File: src/rtl/sensor_cond_pkg.sv
// Purpose : shared defaults and per-channel status type for the sensor conditioner.
// Latency : n/a (declarations only).
// Backpressure : n/a; the conditioner has no flow control and samples every cycle.
package sensor_cond_pkg;

    localparam int NUM_CH_DEF    = 3;
    localparam int DB_CYCLES_DEF = 16;
    localparam int STUCK_W_DEF   = 20;

    // One channel's conditioned outputs, bundled so the top level only has to
    // fan them out into the per-signal buses.
    typedef struct packed {
        logic clean;
        logic rise;
        logic fall;
        logic stuck;
    } ch_status_t;

endpackage

File: src/rtl/sensor_conditioner_if.sv
// Purpose : bundles the raw sensor pins and the conditioned outputs of the conditioner.
// Latency : n/a (wires only).
// Backpressure : none; every signal is a level or a one-cycle strobe.
// Modports: master drives sensor_raw and observes the results; slave is the conditioner.
interface sensor_conditioner_if
    import sensor_cond_pkg::*;
#(
    parameter int NUM_CH = NUM_CH_DEF
);
    logic [NUM_CH-1:0] sensor_raw;
    logic [NUM_CH-1:0] sensor_clean;
    logic [NUM_CH-1:0] sensor_rise;
    logic [NUM_CH-1:0] sensor_fall;
    logic [NUM_CH-1:0] stuck;

    modport master (
        output sensor_raw,
        input  sensor_clean,
        input  sensor_rise,
        input  sensor_fall,
        input  stuck
    );

    modport slave (
        input  sensor_raw,
        output sensor_clean,
        output sensor_rise,
        output sensor_fall,
        output stuck
    );
endinterface

File: src/rtl/sensor_debounce_ch.sv
// Purpose : one sensor channel: 2-flop synchroniser, debounce counter, edge strobes, optional stuck flag.
// Latency : DB_CYCLES+1 clock edges from the first sampling edge to a clean level change and strobe.
// Backpressure : none; the channel samples raw_i every cycle and its outputs cannot be stalled.
// Ports: clk, rst_n (async active-low), raw_i (asynchronous pin), status_o (clean/rise/fall/stuck).
// Optional feature: stuck counter compiled in when SENSOR_COND_STUCK_DET_EN is defined.
module sensor_debounce_ch
    import sensor_cond_pkg::*;
#(
    parameter int DB_CYCLES = DB_CYCLES_DEF,
    parameter int STUCK_W   = STUCK_W_DEF
) (
    input  logic       clk,
    input  logic       rst_n,
    input  logic       raw_i,
    output ch_status_t status_o
);

    localparam int             CW      = (DB_CYCLES > 2) ? $clog2(DB_CYCLES) : 1;
    localparam logic [CW-1:0]  CNT_MAX = CW'(DB_CYCLES - 1);

    if (DB_CYCLES < 2) begin : g_bad_db
        $error("sensor_debounce_ch: DB_CYCLES must be at least 2");
    end
    if (STUCK_W < 1) begin : g_bad_stuck
        $error("sensor_debounce_ch: STUCK_W must be at least 1");
    end

    logic          s1_q, s2_q;
    logic [CW-1:0] cnt_q, cnt_d;
    logic          clean_q, clean_d;
    logic          rise_q, rise_d;
    logic          fall_q, fall_d;
    logic          flip;
    logic          stuck_w;

    // A flip happens on the edge where the disagreement has already persisted
    // DB_CYCLES-1 counted edges; any agreement before that restarts the count.
    always_comb begin
        cnt_d   = cnt_q;
        clean_d = clean_q;
        rise_d  = 1'b0;
        fall_d  = 1'b0;
        flip    = 1'b0;
        if (s2_q == clean_q) begin
            cnt_d = '0;
        end else if (cnt_q == CNT_MAX) begin
            flip    = 1'b1;
            cnt_d   = '0;
            clean_d = s2_q;
            rise_d  = s2_q;
            fall_d  = ~s2_q;
        end else begin
            cnt_d = cnt_q + 1'b1;
        end
    end

    always_ff @(posedge clk or negedge rst_n) begin
        if (!rst_n) begin
            s1_q    <= 1'b0;
            s2_q    <= 1'b0;
            cnt_q   <= '0;
            clean_q <= 1'b0;
            rise_q  <= 1'b0;
            fall_q  <= 1'b0;
        end else begin
            s1_q    <= raw_i;
            s2_q    <= s1_q;
            cnt_q   <= cnt_d;
            clean_q <= clean_d;
            rise_q  <= rise_d;
            fall_q  <= fall_d;
        end
    end

`ifdef SENSOR_COND_STUCK_DET_EN
    logic [STUCK_W-1:0] stk_q, stk_d;

    // Saturating idle counter; the flag is simply "counter at all-ones", so it
    // drops on the very edge the clean flip clears the counter.
    always_comb begin
        stk_d = stk_q;
        if (flip) begin
            stk_d = '0;
        end else if (!(&stk_q)) begin
            stk_d = stk_q + 1'b1;
        end
    end

    always_ff @(posedge clk or negedge rst_n) begin
        if (!rst_n) begin
            stk_q <= '0;
        end else begin
            stk_q <= stk_d;
        end
    end

    assign stuck_w = &stk_q;
`else
    assign stuck_w = 1'b0;
`endif

    assign status_o.clean = clean_q;
    assign status_o.rise  = rise_q;
    assign status_o.fall  = fall_q;
    assign status_o.stuck = stuck_w;

endmodule

File: src/rtl/sensor_conditioner.sv
// Purpose : conditions NUM_CH raw sensor pins into clean levels, rise/fall strobes and stuck flags.
// Latency : DB_CYCLES+1 clock edges from the first sampling edge to the clean level and strobe.
// Backpressure : none; inputs are sampled every cycle and outputs are unconditional registered levels/strobes.
// Ports: clk, rst_n (async active-low), bus (sensor_conditioner_if.slave: sensor_raw in;
//        sensor_clean, sensor_rise, sensor_fall, stuck out).
// Optional feature: SENSOR_COND_STUCK_DET_EN enables the per-channel stuck detector; otherwise stuck is 0.
module sensor_conditioner
    import sensor_cond_pkg::*;
#(
    parameter int NUM_CH    = NUM_CH_DEF,
    parameter int DB_CYCLES = DB_CYCLES_DEF,
    parameter int STUCK_W   = STUCK_W_DEF
) (
    input logic                 clk,
    input logic                 rst_n,
    sensor_conditioner_if.slave bus
);

    ch_status_t        st [NUM_CH];
    logic [NUM_CH-1:0] clean_w, rise_w, fall_w, stuck_w;

    for (genvar i = 0; i < NUM_CH; i++) begin : g_ch
        sensor_debounce_ch #(
            .DB_CYCLES (DB_CYCLES),
            .STUCK_W   (STUCK_W)
        ) u_ch (
            .clk      (clk),
            .rst_n    (rst_n),
            .raw_i    (bus.sensor_raw[i]),
            .status_o (st[i])
        );
    end

    always_comb begin
        clean_w = '0;
        rise_w  = '0;
        fall_w  = '0;
        stuck_w = '0;
        for (int i = 0; i < NUM_CH; i++) begin
            clean_w[i] = st[i].clean;
            rise_w[i]  = st[i].rise;
            fall_w[i]  = st[i].fall;
            stuck_w[i] = st[i].stuck;
        end
    end

    assign bus.sensor_clean = clean_w;
    assign bus.sensor_rise  = rise_w;
    assign bus.sensor_fall  = fall_w;
    assign bus.stuck        = stuck_w;

endmodule

File: src/flat_wrapper.sv
// flat-port wrapper written by rule: the top's interface ports become plain ports
module sensor_conditioner_flat import sensor_cond_pkg::*;
#(
    parameter int NUM_CH    = NUM_CH_DEF,
    parameter int DB_CYCLES = DB_CYCLES_DEF,
    parameter int STUCK_W   = STUCK_W_DEF
)
  (clk, rst_n, bus_sensor_raw, bus_sensor_clean, bus_sensor_rise, bus_sensor_fall, bus_stuck);
  sensor_conditioner_if #(.NUM_CH(NUM_CH)) bus_i ();
  input logic clk;
  input logic rst_n;
  input wire logic [$bits(bus_i.sensor_raw)-1:0] bus_sensor_raw;
  output wire logic [$bits(bus_i.sensor_clean)-1:0] bus_sensor_clean;
  output wire logic [$bits(bus_i.sensor_rise)-1:0] bus_sensor_rise;
  output wire logic [$bits(bus_i.sensor_fall)-1:0] bus_sensor_fall;
  output wire logic [$bits(bus_i.stuck)-1:0] bus_stuck;
  assign bus_i.sensor_raw = bus_sensor_raw;
  assign bus_sensor_clean = bus_i.sensor_clean;
  assign bus_sensor_rise = bus_i.sensor_rise;
  assign bus_sensor_fall = bus_i.sensor_fall;
  assign bus_stuck = bus_i.stuck;
  sensor_conditioner #(.NUM_CH(NUM_CH), .DB_CYCLES(DB_CYCLES), .STUCK_W(STUCK_W)) u_core (.clk(clk), .rst_n(rst_n), .bus(bus_i));
endmodule
File: config.mk
export PLATFORM = sky130hd
export DESIGN_NAME = sensor_conditioner_flat
export DESIGN_NICKNAME = d
export VERILOG_FILES = /design/src/rtl/sensor_cond_pkg.sv /design/src/rtl/sensor_conditioner_if.sv /design/src/rtl/sensor_debounce_ch.sv /design/src/rtl/sensor_conditioner.sv /design/src/flat_wrapper.sv
export SDC_FILE = /design/constraint.sdc
export NUM_CORES = 1
export LEC_CHECK = 0
export CELL_PAD_IN_SITES_DETAIL_PLACEMENT = 1
export CELL_PAD_IN_SITES_GLOBAL_PLACEMENT = 2
export CORE_MARGIN = 2
export CORE_UTILIZATION = 38
export DETAILED_ROUTE_END_ITERATION = 10
export PLACE_DENSITY_LB_ADDON = 0.1
export SLEW_MARGIN = 20
export SYNTH_ARGS = -nofsm -noshare
export SYNTH_HDL_FRONTEND = slang
export SYNTH_HIERARCHICAL = 1
export SYNTH_SLANG_ARGS = --single-unit
File: constraint.sdc
create_clock -name clk -period 3.26 [get_ports clk]
set_input_delay 0.652 -clock clk [delete_from_list [all_inputs] [get_ports clk]]
set_output_delay 0.652 -clock clk [all_outputs]
set_load 0.05 [all_outputs]
# == Word-level counts from Yosys, hierarchy flattened ==
# Cells that the tools add are included.
# word_totals
reg_bits,27
mem_bits_ro,0
memories,0
mem_bits_rw,0
latch_bits,0
out_inout_bits,12
elab_cells,54
# op_classes
mul,0
add_sub_neg,3
n_lt_le_gt_ge,0
div_mod_pow,0
reduce_logical,3
mux,18
n_eq_ne,6
n_shift,0
n_bitwise,6
# ops
op,count
two-way mux 4 bit,6
"adder 4 x 1 -> 4 bit, second input constant",3
"== test 4 bit, second input constant",3
two-way mux 1 bit,12
NOT 1 bit,6
AND reduction 2 bit,3
== test 1 bit,3

# == Logic depth before layout (Yosys ltp) ==
# Gate-level depths: netlist of run 1.
# depth
depth_word,3
depth_mapped,3
depth_no_buf,3

# == Cells and area by module ==
# Netlist of run 1, hierarchy kept.
# by_module_without_submodules
module,cells_per_inst,instances,area_per_inst_um2
sensor_debounce_ch,27,3,369.1

# == Worst setup path after synthesis of run 1 ==
# No wires, ideal clock.
# synth_path
path_kind,flip-flop to output port
from,reg u_core.g_ch[0].u_ch.clean_q
to,out bus_sensor_clean[0]
t_arrival_ns,0.589
stages_incl_launch_ff,2
slack_ns,2.019
t_required_ns,2.608
path_buffers,1
cell_sequence,dfrtp_1 buf_4
# synth_rtl
element,line_no,text
from (decl),sensor_debounce_ch.sv:30,"logic clean_q, clean_d;"
from (signal assigned),sensor_debounce_ch.sv:69,clean_q <= clean_d;
to (decl),flat_wrapper.sv:13,output wire logic [$bits(bus_i.sensor_clean)-1:0] bus_sensor_clean;
# No word-level cell between the ends.

# == Worst setup path after layout of run 1 ==
# layout_path
from,reg u_core.g_ch[0].u_ch.clean_q
to,out bus_sensor_clean[0]
# No word-level cell between the ends.

==> results of run 1 <==
metal layers:
layer / up-vias / share of wire
met5: - / 0
met4: 0 / 0.010
met3: 2 / 0.038
met2: 8 / 0.45
met1: 286 / 0.50
li1: 277 / -
placed cells by master, fill, tap and decap left out:
cell	n
dfrtp_1	27
clkdlybuf4s50_1	13
nor3b_1	9
xnor2_1	6
clkbuf_4	3
nor2b_1	3
nor2_1	3
nand3_2	3
a21o_1	3
a31oi_1	3
a311oi_1	3
mux2_4	3
ha_1	3
conb_1	3
clkbuf_1	1
buf_4	1
cells in the mapped netlist:
| master | number |
|---|---|
| nor2_1 | 3 |
| a31oi_1 | 3 |
| a21o_1 | 3 |
| mux2_4 | 3 |
| nor2b_1 | 3 |
| conb_1 | 3 |
| nor3b_1 | 9 |
| ha_1 | 3 |
| buf_4 | 12 |
| a311oi_1 | 3 |
| dfrtp_1 | 27 |
| nand3_2 | 3 |
| xnor2_1 | 6 |
power by group:
group	internal [mW]	switching, mW
clock network	0.0476	0.0857
registers	0.348	0.0120
logic	0.0180	0.0245
total	0.413	0.122
stage by stage:
step	area, um2	util	hold slack [ns]	std cells	power [mW]
5_1_grt	1220	0.442	0.374	118	0.569
2_1_floorplan	1110	-	0.331	81	0.394
3_3_place_gp	1190	0.433	0.333	114	0.408
3_5_place_dp	1190	0.433	0.337	114	0.409
6_report	1220	0.442	0.364	118	0.535
4_1_cts	1220	0.442	0.368	118	0.549
cells by family (layout without fill, tap and decap cells):
group                    Yosys count  after routing  share of synthesized area
multiplexers                       3              3                     0.0407
AO/OA/AOI/OAI                      9              9                     0.0610
AND/OR/NAND/NOR                   18             18                      0.115
XOR/XNOR                           6              6                     0.0475
flip-flops                        27             27                      0.610
buffers and inverters             12             18                     0.0814
adder cells (fa/ha/maj)            3              3                     0.0339
other                              3              3                     0.0102
how the worst max path moves through the flow:
stage	startpoint	end	slack [ns]	cells after the start
after floorplan	u_core/g_ch[0].u_ch/clean_q	bus_sensor_clean[0]	2.02	1
after global placement	u_core/g_ch[0].u_ch/clean_q	bus_sensor_clean[0]	1.40	1
final	u_core/g_ch[0].u_ch/clean_q	bus_sensor_clean[0]	1.03	1
after global routing	u_core/g_ch[0].u_ch/clean_q	bus_sensor_clean[0]	0.96	1
after CTS	u_core/g_ch[0].u_ch/clean_q	bus_sensor_clean[0]	1.0	1
after detailed placement	u_core/g_ch[0].u_ch/clean_q	bus_sensor_clean[0]	1.37	1
flip-flops by register name (all words and copies together), names as in the netlist:
signal	count
u_core/g_ch.u_ch/clean_q	3
u_core/g_ch.u_ch/cnt_q	12
u_core/g_ch.u_ch/s1_q	3
u_core/g_ch.u_ch/fall_q	3
u_core/g_ch.u_ch/s2_q	3
u_core/g_ch.u_ch/rise_q	3
area by class of cell:
| cell class | instances | share of cell area |
|---|---|---|
| tap | 31 | 0.0318 |
| clock buffer | 4 | 0.0215 |
| multi-input combinational | 42 | 0.280 |
| sequential | 27 | 0.554 |
| timing repair buffer | 14 | 0.113 |
==> metrics.txt, run 1 <==
number of gates given a new drive strength after cts=0; final-layout setup total negative slack=0 ns; final hold violation count=0; mean instance size in the synthesized netlist=13.7 um2; slowest CP cell=clkdlybuf4s50_1; count of routing violations after the opening detailed-route iteration=1; flip-flop and latch area=676 um2; die extent in y=58.0 um; number of standard cells after synthesis=81; Core Region=0.00276 mm2; clock-pin slew on the worst setup and hold paths=0.13 ns; setup slack of the most critical reg-to-reg path=2.03 ns; length of the first detailed-routing pass in iterations=2; Crit Reg-Reg Endpoint=u_core/g_ch[2].u_ch/clean_q; wire length per cell=13.1 um; via count of the first global-routing pass=562; number of H-tree levels=1; setup skew after layout=0.00228 ns; setup repair after global routing missed its margin=false; sequential share of the synthesized area=0.610; root buffer selected by CTS=clkbuf_4; number of stages on the worst hold path=0; initial antenna violation count=0; Syn Nets=89; highest cell delay on the worst timing path=0.84 ns; power per unit of standard cell area=439 mW/mm2; post-detailed-routing wire length=1.54 mm; worst slew margin relative to its limit=0.662; die area=0.00336 mm2; global routing met1 resource utilization=0.150; routing layer with the top usage in global route=met2; n_diodes=0; number of cell instances on the worst register-to-register path=3; Setup crit start kind=flop; maximum frequency from static timing analysis=449 MHz; post-layout minimum cycle time=2.23 ns; worst min path class=flop to flop; final weighted congestion in routability-driven placement=0.734; routed via count=573; slew at the pin closest to its max-slew limit=0.505 ns; cts bufs inserted=3; reg-to-reg startpoint=u_core/g_ch[2].u_ch/cnt_q[0]; number of buffer and inverter stages on the critical path=1; Skew-Pair Late Insertion Delay=0.30 ns; Critical Path Sink Type=primary output; synthesized area=0.00111 mm2; Warnings, synthesis=6; number of input and output port buffers inserted=13; Distinct cells, synth=13; synthesis-to-finish area growth=10.2%; fill count=283; number of remaining DRC errors=0; all-layer global routing usage=0.104; most area-consuming cells after synthesis=dfrtp_1 61%, buf_4 8.1%, nor3b_1 6.1%; total area of multi-input combinational cells=342 um2; capture endpoint of the worst hold path=u_core/g_ch[2].u_ch/s2_q; Max Root-Sink Buffers=2; share of the synthesized area in the top cell type=0.610; clock sink count=27; die width=58.0 um; starting utilization of the core area=0.402; met2 demand-to-capacity share in global routing=0.161; remaining antenna violation count after routing=0; average vias per placed instance=4.86; total of endpoints with negative setup slack in the final report=0; final worst-path cycle share=0.683; CTS tree=built; fraction of layout instances using a drive strength above 1=0.115; final setup margin=1.03 ns; Max Cap Violations=0; post-detailed-placement half-perimeter wirelength=1.10 mm; CTS hold repair buffers=0; met3 track demand over resource in global routing=0.0201; gr ovfl total=0; leakage dissipation=0.550 nW; number of buffers added for setup after CTS=0; outcome=complete, no violations; placement-stage worst setup slack=1.37 ns; num rows=19; pin count of the biggest net entering global routing=28; flop and latch count out of synthesis=27; source of the worst hold timing path=u_core/g_ch[2].u_ch/s1_q; cell type with the highest aggregate area in the netlist=dfrtp_1; CP required=2.61 ns; kind of cell adding the most delay to the critical path=buffers and inverters; worst supply voltage drop on vdd=0.242 mV; count of final max-slew check failures=0; CP max FO=5; wire length of the first global-routing pass=2.66 mm; chain of cells forming the critical path=clkdlybuf4s50_1; category of the critical setup timing path=flop to primary output; number of primary I/O pins=17; number of nets in the layout=96; worst path arrival time=1.58 ns
(Power assumes the default switching activity.)
==> run 2: changes to the inputs <==
--- a/config.mk
+++ b/config.mk
@@ -8,7 +8,7 @@
 export CELL_PAD_IN_SITES_DETAIL_PLACEMENT = 1
 export CELL_PAD_IN_SITES_GLOBAL_PLACEMENT = 2
 export CORE_MARGIN = 2
-export CORE_UTILIZATION = 38
+export CORE_UTILIZATION = 35
 export DETAILED_ROUTE_END_ITERATION = 10
 export PLACE_DENSITY_LB_ADDON = 0.1
 export SLEW_MARGIN = 20
==> constraint.sdc (replaced) <==
create_clock -name clk -period 2.2 [get_ports clk]
set_input_delay 0.44 -clock clk [delete_from_list [all_inputs] [get_ports clk]]
set_output_delay 0.44 -clock clk [all_outputs]
set_load 0.05 [all_outputs]
==> run 2 against run 1 <==
  * Sequential cell count did not move
  * Setup slack got worse by 0.86 ns
  * Wire length rose by 1.4%
  * Utilization is 3.4 points lower
  * Total power increased by 50%
  * Design area increased by 1.4%
  * Largest power group unchanged
==> metrics.txt, run 2 (synthesis gave the netlist of run 1 again) <==
Skew-Pair Late Insertion Delay=0.32 ns (+0.02 ns); area of all placed cells without fillers=0.00124 mm2 (+1.4%); most frequent standard cell in the layout excluding fill and tap cells=dfrtp_1; die extent in y=60.2 um (+3.9%); num rows=20 (+1); average vias per placed instance=4.49 (-7.6%); CP required=1.76 ns (-0.85 ns); CTS tree=built; final-layout setup total negative slack=0 ns (unchanged); worst min path class=flop to flop; number of gates given a new drive strength after cts=0 (unchanged); number of buffer and inverter stages on the critical path=1 (unchanged); die area=0.00363 mm2 (+8.0%); number of input and output port buffers inserted=13 (unchanged); leakage dissipation=0.552 nW (+0.50%); final hold slack=0.367 ns (+0.00280 ns); commonest non-fill, non-tap cells in the layout=27 x dfrtp_1, 13 x clkdlybuf4s50_1, 9 x nor3b_1; category of the critical setup timing path=flop to primary output; length of the first detailed-routing pass in iterations=4 (+2); final hold violation count=0 (unchanged); clock sink count=27 (unchanged); wire length per cell=11.9 um (-8.6%); highest cell delay on the worst timing path=0.83 ns (about the same); gr ovfl total=0 (unchanged); number of nets in the layout=96 (unchanged); number of H-tree levels=1 (unchanged); count of routing violations after the opening detailed-route iteration=15 (+14); startpoint of the most critical setup path=u_core/g_ch[1].u_ch/clean_q; die width=60.2 um (+3.9%); maximum frequency from static timing analysis=492 MHz; cts bufs inserted=3 (unchanged); Setup crit start kind=flop; post-detailed-routing wire length=1.56 mm (+1.4%); routed via count=588 (+2.6%); post-layout minimum cycle time=2.03 ns; register with the most flip-flops=u_core/g_ch.u_ch/cnt_q; wire length of the first global-routing pass=2.71 mm (+2.1%); starting utilization of the core area=0.366 (-0.0358); Max Cap Violations=0 (unchanged); initial antenna violation count=0 (unchanged); fraction of layout instances using a drive strength above 1=0.126 (+0.0115); Core Region=0.00303 mm2 (+9.8%); clock-pin slew on the worst setup and hold paths=0.14 ns (about the same); Placed Area=0.00121 mm2 (+1.4%); slowest CP cell=clkdlybuf4s50_1; setup skew after layout=0.00126 ns (-0.00102 ns); number of buffers added for setup after CTS=0 (unchanged); all-layer global routing usage=0.105 (+0.00145); total of endpoints with negative setup slack in the final report=0 (unchanged); utilization after layout=0.409 (-0.0337); power per unit of standard cell area=651 mW/mm2 (+48%); count of final max-slew check failures=0 (unchanged); final worst-path cycle share=0.924; final weighted congestion in routability-driven placement=0.674 (-8.2%); reg-to-reg startpoint=u_core/g_ch[2].u_ch/cnt_q[0]; Critical Path Sink Type=primary output; flip-flop and latch area=676 um2 (unchanged); source of the worst hold timing path=u_core/g_ch[1].u_ch/s1_q; Max Root-Sink Buffers=2 (unchanged); synthesis-to-finish area growth=11.8%; worst supply voltage drop on vdd=0.175 mV (-28%); via count of the first global-routing pass=558 (-0.71%); total area of multi-input combinational cells=342 um2 (unchanged); n_diodes=0 (unchanged); number of remaining DRC errors=0 (unchanged); CP max FO=5 (unchanged); pin count of the biggest net entering global routing=28 (unchanged); remaining antenna violation count after routing=0 (unchanged); chain of cells forming the critical path=clkdlybuf4s50_1; kind of cell adding the most delay to the critical path=buffers and inverters; max reg flops=12 (unchanged); number of primary I/O pins=17 (unchanged); setup repair after global routing missed its margin=false; outcome=complete, no violations; CTS hold repair buffers=0 (unchanged); root buffer selected by CTS=clkbuf_4; post-detailed-placement half-perimeter wirelength=1.13 mm (+2.5%); fill count=329 (+16%); worst path arrival time=1.59 ns (about the same)
run 2: cell count changes in the layout (fill, tap and decap cells not counted):
cell,delta
clkinv_2,+1
clkbuf_1,-1
run 2: cell type report:
class                      instances  share of cell area
sequential                        27               0.546
multi-input combinational         42               0.276
timing repair buffer              14               0.111
tap                               44              0.0445
clock buffer                       3              0.0182
clock inverter                     1             0.00404
run 2: path summary, 6_finish.rpt:
| check | end | slack, ns | depth (start not counted) |
|---|---|---|---|
| max | bus_sensor_clean[1] | 0.17 | 1 |
| min reg2reg | u_core/g_ch[1].u_ch/s2_q | 0.37 | 0 |
| max reg2reg | u_core/g_ch[2].u_ch/clean_q | 0.96 | 3 |
| min | u_core/g_ch[1].u_ch/s2_q | 0.37 | 0 |
| max in group asynchronous | u_core/g_ch[1].u_ch/rise_q | 1.48 | 2 |
| min in group asynchronous | u_core/g_ch[2].u_ch/rise_q | 0.47 | 2 |
run 2: per-stage QoR:
| step | instances | power (mW) | worst slack, ns |
|---|---|---|---|
| after global routing | 131 | 0.855 | 0.0827 |
| after floorplan | 81 | 0.583 | 1.05 |
| after detailed placement | 127 | 0.607 | 0.532 |
| after global placement | 127 | 0.605 | 0.554 |
| after CTS | 131 | 0.819 | 0.147 |
| final | 131 | 0.805 | 0.168 |
run 2: metal layers:
layer,up-vias,wire length [um],part of all wire,global-route usage
met4,0,33,0.021,0.0571
met2,13,710,0.45,0.148
met5,-,0,0,0
li1,274,-,-,-
met3,4,76,0.049,0.0216
met1,297,743,0.48,0.151
run 2: where the power goes:
group	switching (mW)	internal, mW
registers	0.0179	0.515
clock network	0.141	0.0680
logic	0.0359	0.0270
total	0.195	0.610
